===== src/rtl/dnp3_pkg.sv =====
// rtl/dnp3_pkg.sv - shared DNP3 link-layer constants, state encoding and CRC step
//
// Contents:
//   START_BYTE1/START_BYTE2  fixed link-header sync bytes
//   DNP3_MIN_LEN             smallest legal LEN field
//   CTRL_*                   control-byte bit positions
//   tx_state_e               header transmitter state encoding
//   crc16_dnp_step()         one-byte update of the DNP3 CRC-16 (reflected 0x3D65)
//   CRC_HDR_SEED             CRC register contents after the two start bytes
package dnp3_pkg;

  localparam logic [7:0] START_BYTE1  = 8'h05;
  localparam logic [7:0] START_BYTE2  = 8'h64;
  localparam logic [7:0] DNP3_MIN_LEN = 8'd5;

  localparam int CTRL_DIR       = 7;
  localparam int CTRL_PRM       = 6;
  localparam int CTRL_FCB       = 5;
  localparam int CTRL_FCV       = 4;
  localparam int CTRL_FUNC_MSB  = 3;
  localparam int CTRL_FUNC_LSB  = 0;

  // Bit-reversed form of polynomial 0x3D65; the CRC shifts LSB first.
  localparam logic [15:0] CRC_POLY_REV = 16'hA6BC;

  typedef enum logic [3:0] {
    S_IDLE,
    S_START1,
    S_START2,
    S_LEN,
    S_CTRL,
    S_DEST_L,
    S_DEST_H,
    S_SRC_L,
    S_SRC_H,
    S_CRC_L,
    S_CRC_H
  } tx_state_e;

  function automatic logic [15:0] crc16_dnp_step(input logic [15:0] crc,
                                                 input logic [7:0]  data);
    logic [15:0] c;
    c = crc ^ {8'h00, data};
    for (int i = 0; i < 8; i++) begin
      c = c[0] ? ((c >> 1) ^ CRC_POLY_REV) : (c >> 1);
    end
    return c;
  endfunction

  // The header CRC covers the two constant start bytes; their contribution
  // is folded into the seed so the transmitter only feeds LEN..SRC_H.
  localparam logic [15:0] CRC_HDR_SEED =
    crc16_dnp_step(crc16_dnp_step(16'h0000, START_BYTE1), START_BYTE2);

endpackage


===== src/rtl/crc16_dnp.sv =====
// rtl/crc16_dnp.sv - byte-wide DNP3 CRC-16 accumulator, one byte per cycle
//
// Parameters:
//   INIT        register value loaded on rst / crc_clear
// Ports:
//   clk         clock
//   rst         synchronous, active-high reset (loads INIT)
//   data_in     byte to accumulate
//   data_valid  accumulate data_in this cycle
//   crc_clear   reload INIT (has priority over data_valid)
//   crc_out     complemented CRC, low byte is transmitted first
module crc16_dnp
  import dnp3_pkg::*;
#(
  parameter logic [15:0] INIT = 16'h0000
) (
  input  logic        clk,
  input  logic        rst,
  input  logic [7:0]  data_in,
  input  logic        data_valid,
  input  logic        crc_clear,
  output logic [15:0] crc_out
);

  logic [15:0] crc_q;

  always_ff @(posedge clk) begin
    if (rst || crc_clear) begin
      crc_q <= INIT;
    end else if (data_valid) begin
      crc_q <= crc16_dnp_step(crc_q, data_in);
    end
  end

  assign crc_out = ~crc_q;

endmodule


===== src/rtl/dnp3_link_tx.sv =====
// rtl/dnp3_link_tx.sv - DNP3 link-layer 10-byte header serialiser with on-the-fly CRC
//
// Serialises 05 64 LEN CTRL DEST_L DEST_H SRC_L SRC_H CRC_L CRC_H onto a
// valid/ready byte stream. Optional macro DNP3_LINK_TX_FCB_EN replaces the
// FCB bit of FCV frames with an internal toggling frame-count bit.
//
// Parameters:
//   MY_ADDRESS  source address sent in SRC_L/SRC_H
//   MIN_LEN     smallest accepted LEN value
// Ports:
//   clk, rst    clock, synchronous active-high reset
//   req_valid   header request present
//   req_ready   request can be accepted (IDLE, not in reset)
//   req_ctrl    control byte
//   req_dest    destination address
//   req_len     LEN field, sent verbatim
//   tx_data     outbound byte
//   tx_valid    tx_data valid
//   tx_ready    downstream accepts byte
//   busy        frame in progress
//   frame_done  one-cycle pulse after CRC_H is accepted
//   req_error   one-cycle pulse after a rejected request
module dnp3_link_tx
  import dnp3_pkg::*;
#(
  parameter logic [15:0] MY_ADDRESS = 16'h0001,
  parameter logic [7:0]  MIN_LEN    = DNP3_MIN_LEN
) (
  input  logic        clk,
  input  logic        rst,
  input  logic        req_valid,
  output logic        req_ready,
  input  logic [7:0]  req_ctrl,
  input  logic [15:0] req_dest,
  input  logic [7:0]  req_len,
  output logic [7:0]  tx_data,
  output logic        tx_valid,
  input  logic        tx_ready,
  output logic        busy,
  output logic        frame_done,
  output logic        req_error
);

  tx_state_e   state_q;
  tx_state_e   state_d;
  logic [7:0]  ctrl_q;
  logic [15:0] dest_q;
  logic [7:0]  len_q;
  logic        frame_done_q;
  logic        req_error_q;

  logic [7:0]  ctrl_tx;
  logic [15:0] crc_out;
  logic        accept;
  logic        accept_ok;
  logic        xfer;
  logic        crc_feed;

  assign req_ready = !rst && (state_q == S_IDLE);
  assign tx_valid  = (state_q != S_IDLE);
  assign busy      = (state_q != S_IDLE);
  assign accept    = req_valid && req_ready;
  assign accept_ok = accept && (req_len >= MIN_LEN);
  assign xfer      = tx_valid && tx_ready;
  assign crc_feed  = xfer && (state_q inside {S_LEN, S_CTRL, S_DEST_L,
                                              S_DEST_H, S_SRC_L, S_SRC_H});

  assign frame_done = frame_done_q;
  assign req_error  = req_error_q;

  always_comb begin
    state_d = S_IDLE;
    case (state_q)
      S_START1: state_d = S_START2;
      S_START2: state_d = S_LEN;
      S_LEN:    state_d = S_CTRL;
      S_CTRL:   state_d = S_DEST_L;
      S_DEST_L: state_d = S_DEST_H;
      S_DEST_H: state_d = S_SRC_L;
      S_SRC_L:  state_d = S_SRC_H;
      S_SRC_H:  state_d = S_CRC_L;
      S_CRC_L:  state_d = S_CRC_H;
      default:  state_d = S_IDLE;
    endcase
  end

  always_ff @(posedge clk) begin
    if (rst) begin
      state_q      <= S_IDLE;
      ctrl_q       <= 8'h00;
      dest_q       <= 16'h0000;
      len_q        <= 8'h00;
      frame_done_q <= 1'b0;
      req_error_q  <= 1'b0;
    end else begin
      frame_done_q <= xfer && (state_q == S_CRC_H);
      req_error_q  <= accept && !accept_ok;
      // accept only happens in IDLE and xfer only outside IDLE.
      if (accept_ok) begin
        ctrl_q  <= req_ctrl;
        dest_q  <= req_dest;
        len_q   <= req_len;
        state_q <= S_START1;
      end else if (xfer) begin
        state_q <= state_d;
      end
    end
  end

`ifdef DNP3_LINK_TX_FCB_EN
  logic fcb_q;

  // ctrl_q still holds the finished frame during the frame_done cycle,
  // even if a new request is accepted in that same cycle.
  always_ff @(posedge clk) begin
    if (rst) begin
      fcb_q <= 1'b1;
    end else if (frame_done_q && ctrl_q[CTRL_FCV]) begin
      fcb_q <= ~fcb_q;
    end
  end

  always_comb begin
    ctrl_tx = ctrl_q;
    if (ctrl_q[CTRL_FCV]) begin
      ctrl_tx[CTRL_FCB] = fcb_q;
    end
  end
`else
  assign ctrl_tx = ctrl_q;
`endif

  always_comb begin
    tx_data = 8'h00;
    case (state_q)
      S_START1: tx_data = START_BYTE1;
      S_START2: tx_data = START_BYTE2;
      S_LEN:    tx_data = len_q;
      S_CTRL:   tx_data = ctrl_tx;
      S_DEST_L: tx_data = dest_q[7:0];
      S_DEST_H: tx_data = dest_q[15:8];
      S_SRC_L:  tx_data = MY_ADDRESS[7:0];
      S_SRC_H:  tx_data = MY_ADDRESS[15:8];
      S_CRC_L:  tx_data = crc_out[7:0];
      S_CRC_H:  tx_data = crc_out[15:8];
      default:  tx_data = 8'h00;
    endcase
  end

  crc16_dnp #(
    .INIT (CRC_HDR_SEED)
  ) u_crc (
    .clk        (clk),
    .rst        (rst),
    .data_in    (tx_data),
    .data_valid (crc_feed),
    .crc_clear  (accept_ok),
    .crc_out    (crc_out)
  );

endmodule


===== config.mk =====
export PLATFORM = sky130hd
export DESIGN_NAME = dnp3_link_tx
export DESIGN_NICKNAME = d
export VERILOG_FILES = /design/src/rtl/dnp3_pkg.sv /design/src/rtl/crc16_dnp.sv /design/src/rtl/dnp3_link_tx.sv
export SDC_FILE = /design/constraint.sdc
export NUM_CORES = 1
export LEC_CHECK = 0
export CORE_MARGIN = 2
export CORE_UTILIZATION = 54
export CTS_BUF_LIST = sky130_fd_sc_hd__clkbuf_4 sky130_fd_sc_hd__clkbuf_8 sky130_fd_sc_hd__clkbuf_16
export DETAILED_ROUTE_END_ITERATION = 8
export GPL_ROUTABILITY_DRIVEN = 0
export PLACE_DENSITY = 0.87
export REMOVE_ABC_BUFFERS = 1
export SKIP_LAST_GASP = 1
export SYNTH_ARGS = -nofsm -noshare
export SYNTH_HDL_FRONTEND = slang
export SYNTH_SLANG_ARGS = --single-unit

===== constraint.sdc =====
create_clock -name clk -period 3.6 [get_ports clk]
set_clock_uncertainty 0.05 [all_clocks]
set_input_delay 0.36 -clock clk [delete_from_list [all_inputs] [get_ports clk]]
set_output_delay 0.36 -clock clk [all_outputs]
set_load 0.1 [all_outputs]

==> flow_summary.ini, run 1 <==
[yosys]
syn_area_um2 = 3080
netlist_instances = 373
yosys.cell_types.count = 49
synth_top_area_share_pct = 35.09
synth_warnings = 0
avgSynthCellArea_um2 = 8.259
ys_ff_latch = 54
synth_top_cell_by_area = dfxtp_1
yosys-top-cells-area = dfxtp_1 (35%), nand2_1 (9.5%), a21oi_1 (7.1%)
seq_area_frac_synth_pct = 35.09

[power_and_ir_drop]
leakage_nw = 1.433
ir_drop_mv = 0.2263
p_per_area_nw_per_um2 = 372.7

[floorplan]
start_util_pct = 55.94
die_x_um = 79.53
die_area_um2 = 6325
core-area_um2 = 5507
die_h_um = 79.53
io_pins = 49
rows = 27

[finish]
drive_gt1_share_pct = 10.71
finalInstanceArea_um2 = 3676
diodes = 0
area_growth_pct = 19.33
finalNonFillerCells = 483
multiInputGateArea_um2 = 1851
nNetsFinal = 452
num-fill-cells = 464
seqCellArea_um2 = 1081
fin_util_pct = 66.76

[sta]
setup_viol_count_final = 0
relSlewSlack_pct = 35.33
slew_viol_final = 0
worst_pin_slew_ps = 967.0
rsz0062_at_grt = no
fin_crit_ps = 3432
fmax_mhz = 291.4
hold_viol_final = 0
post-route-period-util_pct = 95.32

[setup_path]
startpoint_type = flip-flop
reg2reg_depth = 11
critical_path_class = flip-flop to flip-flop
crit_required_ps = 3790
cp_slowest_cell = xnor3_2
critPathMaxFanout = 6
critPathMaxStageDelay_ps = 480
path_depth = 11
path_buf_inv = 1
crit_chain = inv_1 -> ha_1 -> a222oi_1 -> nor2_1 -> a211o_1 -> xor2_1 -> xnor3_2 -> xor2_2 -> xnor2_1 -> or3_1 -> a21oi_1
end_kind = flip-flop
cp.arrival_ps = 3620
cpLargestDelayFamily = XOR/XNOR gates

[clock_tree]
htree_levels = 2
clkTransAtPathRegs_ps = 100
cts_tree = done
root_buffer = clkbuf_8
cts_buffers = 5
cts_buffer_depth = 2
cts_setup_buffers = 0
clk_latency_ps = 320
cts_sinks = 54

[outcome]
status = finished, final reports clean

[drt]
via_per_inst = 5.899
drc = 0
firstDrtPassIters = 5
drtIter0Drc = 328
postRouteAntennaNets = 0
vias = 2849
wl_per_cell_um = 16.24
wl_um = 7843

[place]
dpl.hpwl_um = 5732
port_buffers = 48
placedInstanceArea_um2 = 3571
dp_cells = 475

[global_routing]
grt_pass1_wl_um = 13150
grt_max_degree = 37
grt_pass1_vias = 2799
grt_util_all_layers_pct = 26.64
grt_overflow = 0
antenna_found_initial = 0

[run]
cap_violations = 0

[min_path]
hold_path_depth = 2
hold_class = flip-flop to flip-flop
[per-stage QoR]
stage          total power [mW]  TNS (ps)  worst slack (ps)  hold WS, ps
2_1_floorplan            0.8892    -22110            -819.4        375.8
3_3_place_gp             0.9992         0             400.6        397.9
3_5_place_dp              1.007         0             238.2        402.7
4_1_cts                   1.371         0             125.2        416.0
5_1_grt                   1.425         0             74.13        439.7
6_report                  1.370         0             168.3        414.4
[cell usage in the layout (no fill, tap or decap), types with 3 or more instances in the layout]
cell / netlist / routed
a22oi_1: 5 / 5
mux2i_1: 6 / 6
a31oi_1: 3 / 3
a32oi_1: 3 / 3
a222oi_1: 5 / 5
nand3_1: 4 / 4
ha_1: 6 / 4
nand2_1: 78 / 78
nor2_1: 23 / 23
a21oi_1: 44 / 44
o211ai_1: 7 / 7
inv_1: 11 / 11
o22ai_1: 5 / 5
o21ai_0: 9 / 9
xnor2_2: 7 / 7
xor2_1: 15 / 15
and2_1: 3 / 3
dfxtp_1: 54 / 54
clkbuf_8: 0 / 6
buf_4: 1 / 19
nor2b_1: 3 / 3
xnor2_1: 15 / 15
nand2b_1: 6 / 6
clkdlybuf4s50_1: 0 / 37
[metal layers]
| layer | vias up | part of all wire (%) | track usage [%] |
|---|---|---|---|
| li1 | 1364 | - | - |
| met1 | 1347 | 41 | 32.55 |
| met2 | 110 | 51 | 46.05 |
| met3 | 28 | 5.3 | 4.751 |
| met4 | 0 | 3.5 | 10.86 |
| met5 | - | 0 | 0 |
[area by class of cell]
class / instances / area share, %
Clock inverter: 2 / 0.4765
Inverter: 11 / 1.123
Sequential cell: 54 / 29.41
Clock buffer: 6 / 2.246
Tap cell: 72 / 2.451
Multi-Input combinational cell: 282 / 50.34
Timing Repair Buffer: 56 / 13.96
[report_power, final]
part / internal (mW) / switching, mW
Sequential: 0.622 / 0.0186
Combinational: 0.134 / 0.224
Clock: 0.159 / 0.212
[timing repair]
item	in CTS	in global routing
endpoints found under the hold margin	0	0
hold buffers	0	0
resized for setup	0	2
endpoints found under the setup margin	0	3
[cells by family (layout without fill, tap and decap cells)]
logic type | count (synthesis) | after routing | synth area share, %
adders and majority gates | 6 | 6 | 2.437
DFF | 54 | 54 | 35.09
and+or+nand+nor | 128 | 128 | 17.75
AOI/OAI and AO/OA | 99 | 99 | 21.16
buffers and inverters | 37 | 75 | 4.996
muxes | 7 | 7 | 2.681
xor gates and xnor gates | 42 | 42 | 15.88
[cells in the mapped netlist, drive strengths merged]
cell	n
mux2i	7
or3	1
inv	11
o211a	1
nand3	4
o22ai	5
and3	2
nand3b	1
xor2	16
a222oi	5
and2	3
nor2	25
nor2b	3
o21a	1
and4	1
xnor3	3
ha	6
a22o	2
nor3b	2
nand2	78
o21bai	1
a211oi	2
nand2b	6
dfxtp	54
a31oi	3
o2111ai	2
buf	10
o211ai	7
a21oi	44
nor3	2
a311oi	2
a211o	3
xnor2	23
a22oi	5
o21ai	9
o32ai	2
clkbuf	16
a32o	1
o221ai	1
a32oi	3
[path summary, 6_finish.rpt]
| kind | startpoint | endpoint | slack (ps) |
|---|---|---|---|
| worst max-delay path | state_q[0] | u_crc.crc_q[5] | 170 |
| worst min register to register | dest_q[0] | dest_q[0] | 410 |
| worst max register to register | state_q[0] | u_crc.crc_q[5] | 170 |
| worst min-delay path | dest_q[0] | dest_q[0] | 410 |
[sequential cells by signal (all words and copies together) (netlist names)]
| name | count |
|---|---|
| ctrl_q | 8 |
| dest_q | 16 |
| frame_done | 1 |
| len_q | 8 |
| req_error | 1 |
| state_q | 4 |
| u_crc.crc_q | 16 |
[worst register-to-register path, delay by kind of cell (launching register included)]
kind | cells | cell delay [ps]
AOI/OAI and AO/OA | 3 | 850
buffers and inverters | 1 | 130
adders and majority gates | 1 | 310
and+or+nand+nor | 2 | 420
xor gates and xnor gates | 4 | 1140
DFF | 1 | 460
Power figures use the tool's default switching activity.
==> run 2: changes to the inputs <==
- SKIP_LAST_GASP: 1 -> not set
==> results of run 2 <==
Final layout, timing and power as in run 1 (identical DEF).
==> run 3: changes to the inputs <==
- CORE_ASPECT_RATIO: not set -> 2
==> flow_summary.ini, run 3 (synthesis results as in run 1) <==
[outcome]
status = finished, final reports clean

[global_routing]
grt_use_met1_pct = 32.40
grt_overflow = 0
grt_pass1_wl_um = 13220
met2_usage_pct = 40.83
grt_util_all_layers_pct = 26.49
grt_max_degree = 37
top_usage_layer = met2
grt_pass1_vias = 2750
antenna_found_initial = 0
use_met3_pct = 6.534

[clock_tree]
cts_sinks = 54
cts_tree = done
cts_buffers = 5
cts_buffer_depth = 2
postCtsHoldBufs = 0
root_buffer = clkbuf_16
clk_latency_ps = 300
htree_levels = 2
clkTransAtPathRegs_ps = 70

[power_and_ir_drop]
netSwitchingPower_uw = 466.2
ir_drop_mv = 0.4172
p_per_area_nw_per_um2 = 399.0
power_frac_comb_pct = 24.4
switching_share_pct = 31.57
clockPowerShare_pct = 31.9
p_int_mw = 1.011
total_power_mw = 1.477
leakage_nw = 1.443
seq_power_share_pct = 43.6

[drt]
via_per_inst = 6.066
drtIter0Drc = 234
drc = 0
vias = 2857
wl_per_cell_um = 17.37
wl_um = 8181
postRouteAntennaNets = 0
firstDrtPassIters = 6

[setup_path]
critical_path_class = flip-flop to flip-flop
critPathMaxStageDelay_ps = 520
crit_required_ps = 3700
rr_startpoint = state_q[0]
path_depth = 12
cp_slowest_cell = xnor3_1
path_buf_inv = 2
reg2reg_depth = 12
cp-endpoint = u_crc.crc_q[3]
cp.arrival_ps = 3490
critPathMaxFanout = 10
crit_chain = inv_1 -> ha_1 -> buf_4 -> a22oi_1 -> nor2_1 -> a21oi_1 -> a21oi_1 -> xnor2_1 -> xnor3_1 -> xnor2_2 -> mux2i_1 -> a31oi_1
r2r_slack_ps = 210
end_kind = flip-flop
cp_common_cell = a21oi_1
cpLargestDelayFamily = XOR/XNOR gates
r2r-end = u_crc.crc_q[3]
startpoint_type = flip-flop
startpoint = state_q[0]

[floorplan]
rows = 39
core-area_um2 = 5612
die_x_um = 57.41
start_util_pct = 54.89
die_area_um2 = 6361
die_h_um = 110.8
io_pins = 49

[sta]
slew_viol_final = 0
hold_viol_final = 0
setup_viol_count_final = 0
holdWs_ps = 412.6
fin_crit_ps = 3391
post-route-period-util_pct = 94.20
worst_pin_slew_ps = 968.7
rsz0062_at_grt = no
fmax_mhz = 294.9
tns_ps = 0
relSlewSlack_pct = 35.22

[finish]
multiInputGateArea_um2 = 1851
diodes = 0
fin_util_pct = 65.98
drive_gt1_share_pct = 10.49
nNetsFinal = 452
seqCellArea_um2 = 1081
area_growth_pct = 20.19
final_common_cell = nand2_1
layout_common_cells = nand2_1 (78), dfxtp_1 (54), a21oi_1 (44)
finalInstanceArea_um2 = 3702
num-fill-cells = 474
reg.largest.list = dest_q (16), u_crc.crc_q (16)

[place]
port_buffers = 48
dpl.hpwl_um = 5892
placedInstanceArea_um2 = 3557

[run]
cap_violations = 0

[min_path]
hold_class = flip-flop to flip-flop
-- run 3: cell count changes in the layout (fill, tap and decap cells not counted), sizes merged --
cell and change:
clkinv -2, clkinvlp +2, clkbuf -1
-- run 3: metrics by stage --
stage / cells / setup slack, ps
floorplan: 347 / -819.4
global placement: 464 / 406.0
detailed placement: 464 / 211.0
CTS: 471 / 150.2
global route: 471 / 13.29
finish: 471 / 208.7
-- run 3: worst min path at each step --
stage	start	end	slack (ps)	depth (start not counted)
2_1_floorplan	len_q[4]	len_q[4]	380	2
3_3_place_gp	dest_q[14]	dest_q[14]	400	2
3_5_place_dp	dest_q[3]	dest_q[3]	410	2
4_1_cts	dest_q[11]	dest_q[11]	420	2
5_1_grt	dest_q[3]	dest_q[3]	430	2
6_report	dest_q[3]	dest_q[3]	410	2
-- run 3: cell type report --
class	count	area share, %
Inverter	11	1.115
Clock buffer	5	3.380
Timing Repair Buffer	56	13.86
Clock inverter	2	0.4055
Tap cell	61	2.062
Multi-Input combinational cell	282	49.98
Sequential cell	54	29.20
-- run 3: metal layers --
metal  up-vias  part of all wire, %  wire (um)
met4         0                  5.4        442
li1       1357                    -          -
met3        45                  9.3        760
met5         -                    0          0
met2       169                   49       3999
met1      1286                   36       2979
-- run 3: power by group through the flow --
stage          Clock, mW  Sequential [mW]  Combinational, mW
2_1_floorplan          0            0.648              0.241
3_3_place_gp           0            0.656              0.343
3_5_place_dp           0            0.657              0.352
4_1_cts            0.479            0.644              0.355
5_1_grt            0.496            0.646              0.387
6_report           0.472            0.645              0.361
-- run 3: worst min-delay path, cell delays in order, from the launching register on --
cell	delay, ps
dfxtp_1	310
nand2_1	50
a21oi_1	50
-- run 3: repair_timing --
| item | in CTS | in global routing |
|---|---|---|
| buffers inserted | 0 | 0 |
| resized for setup | 0 | 2 |
| setup endpoints to repair | 0 | 3 |
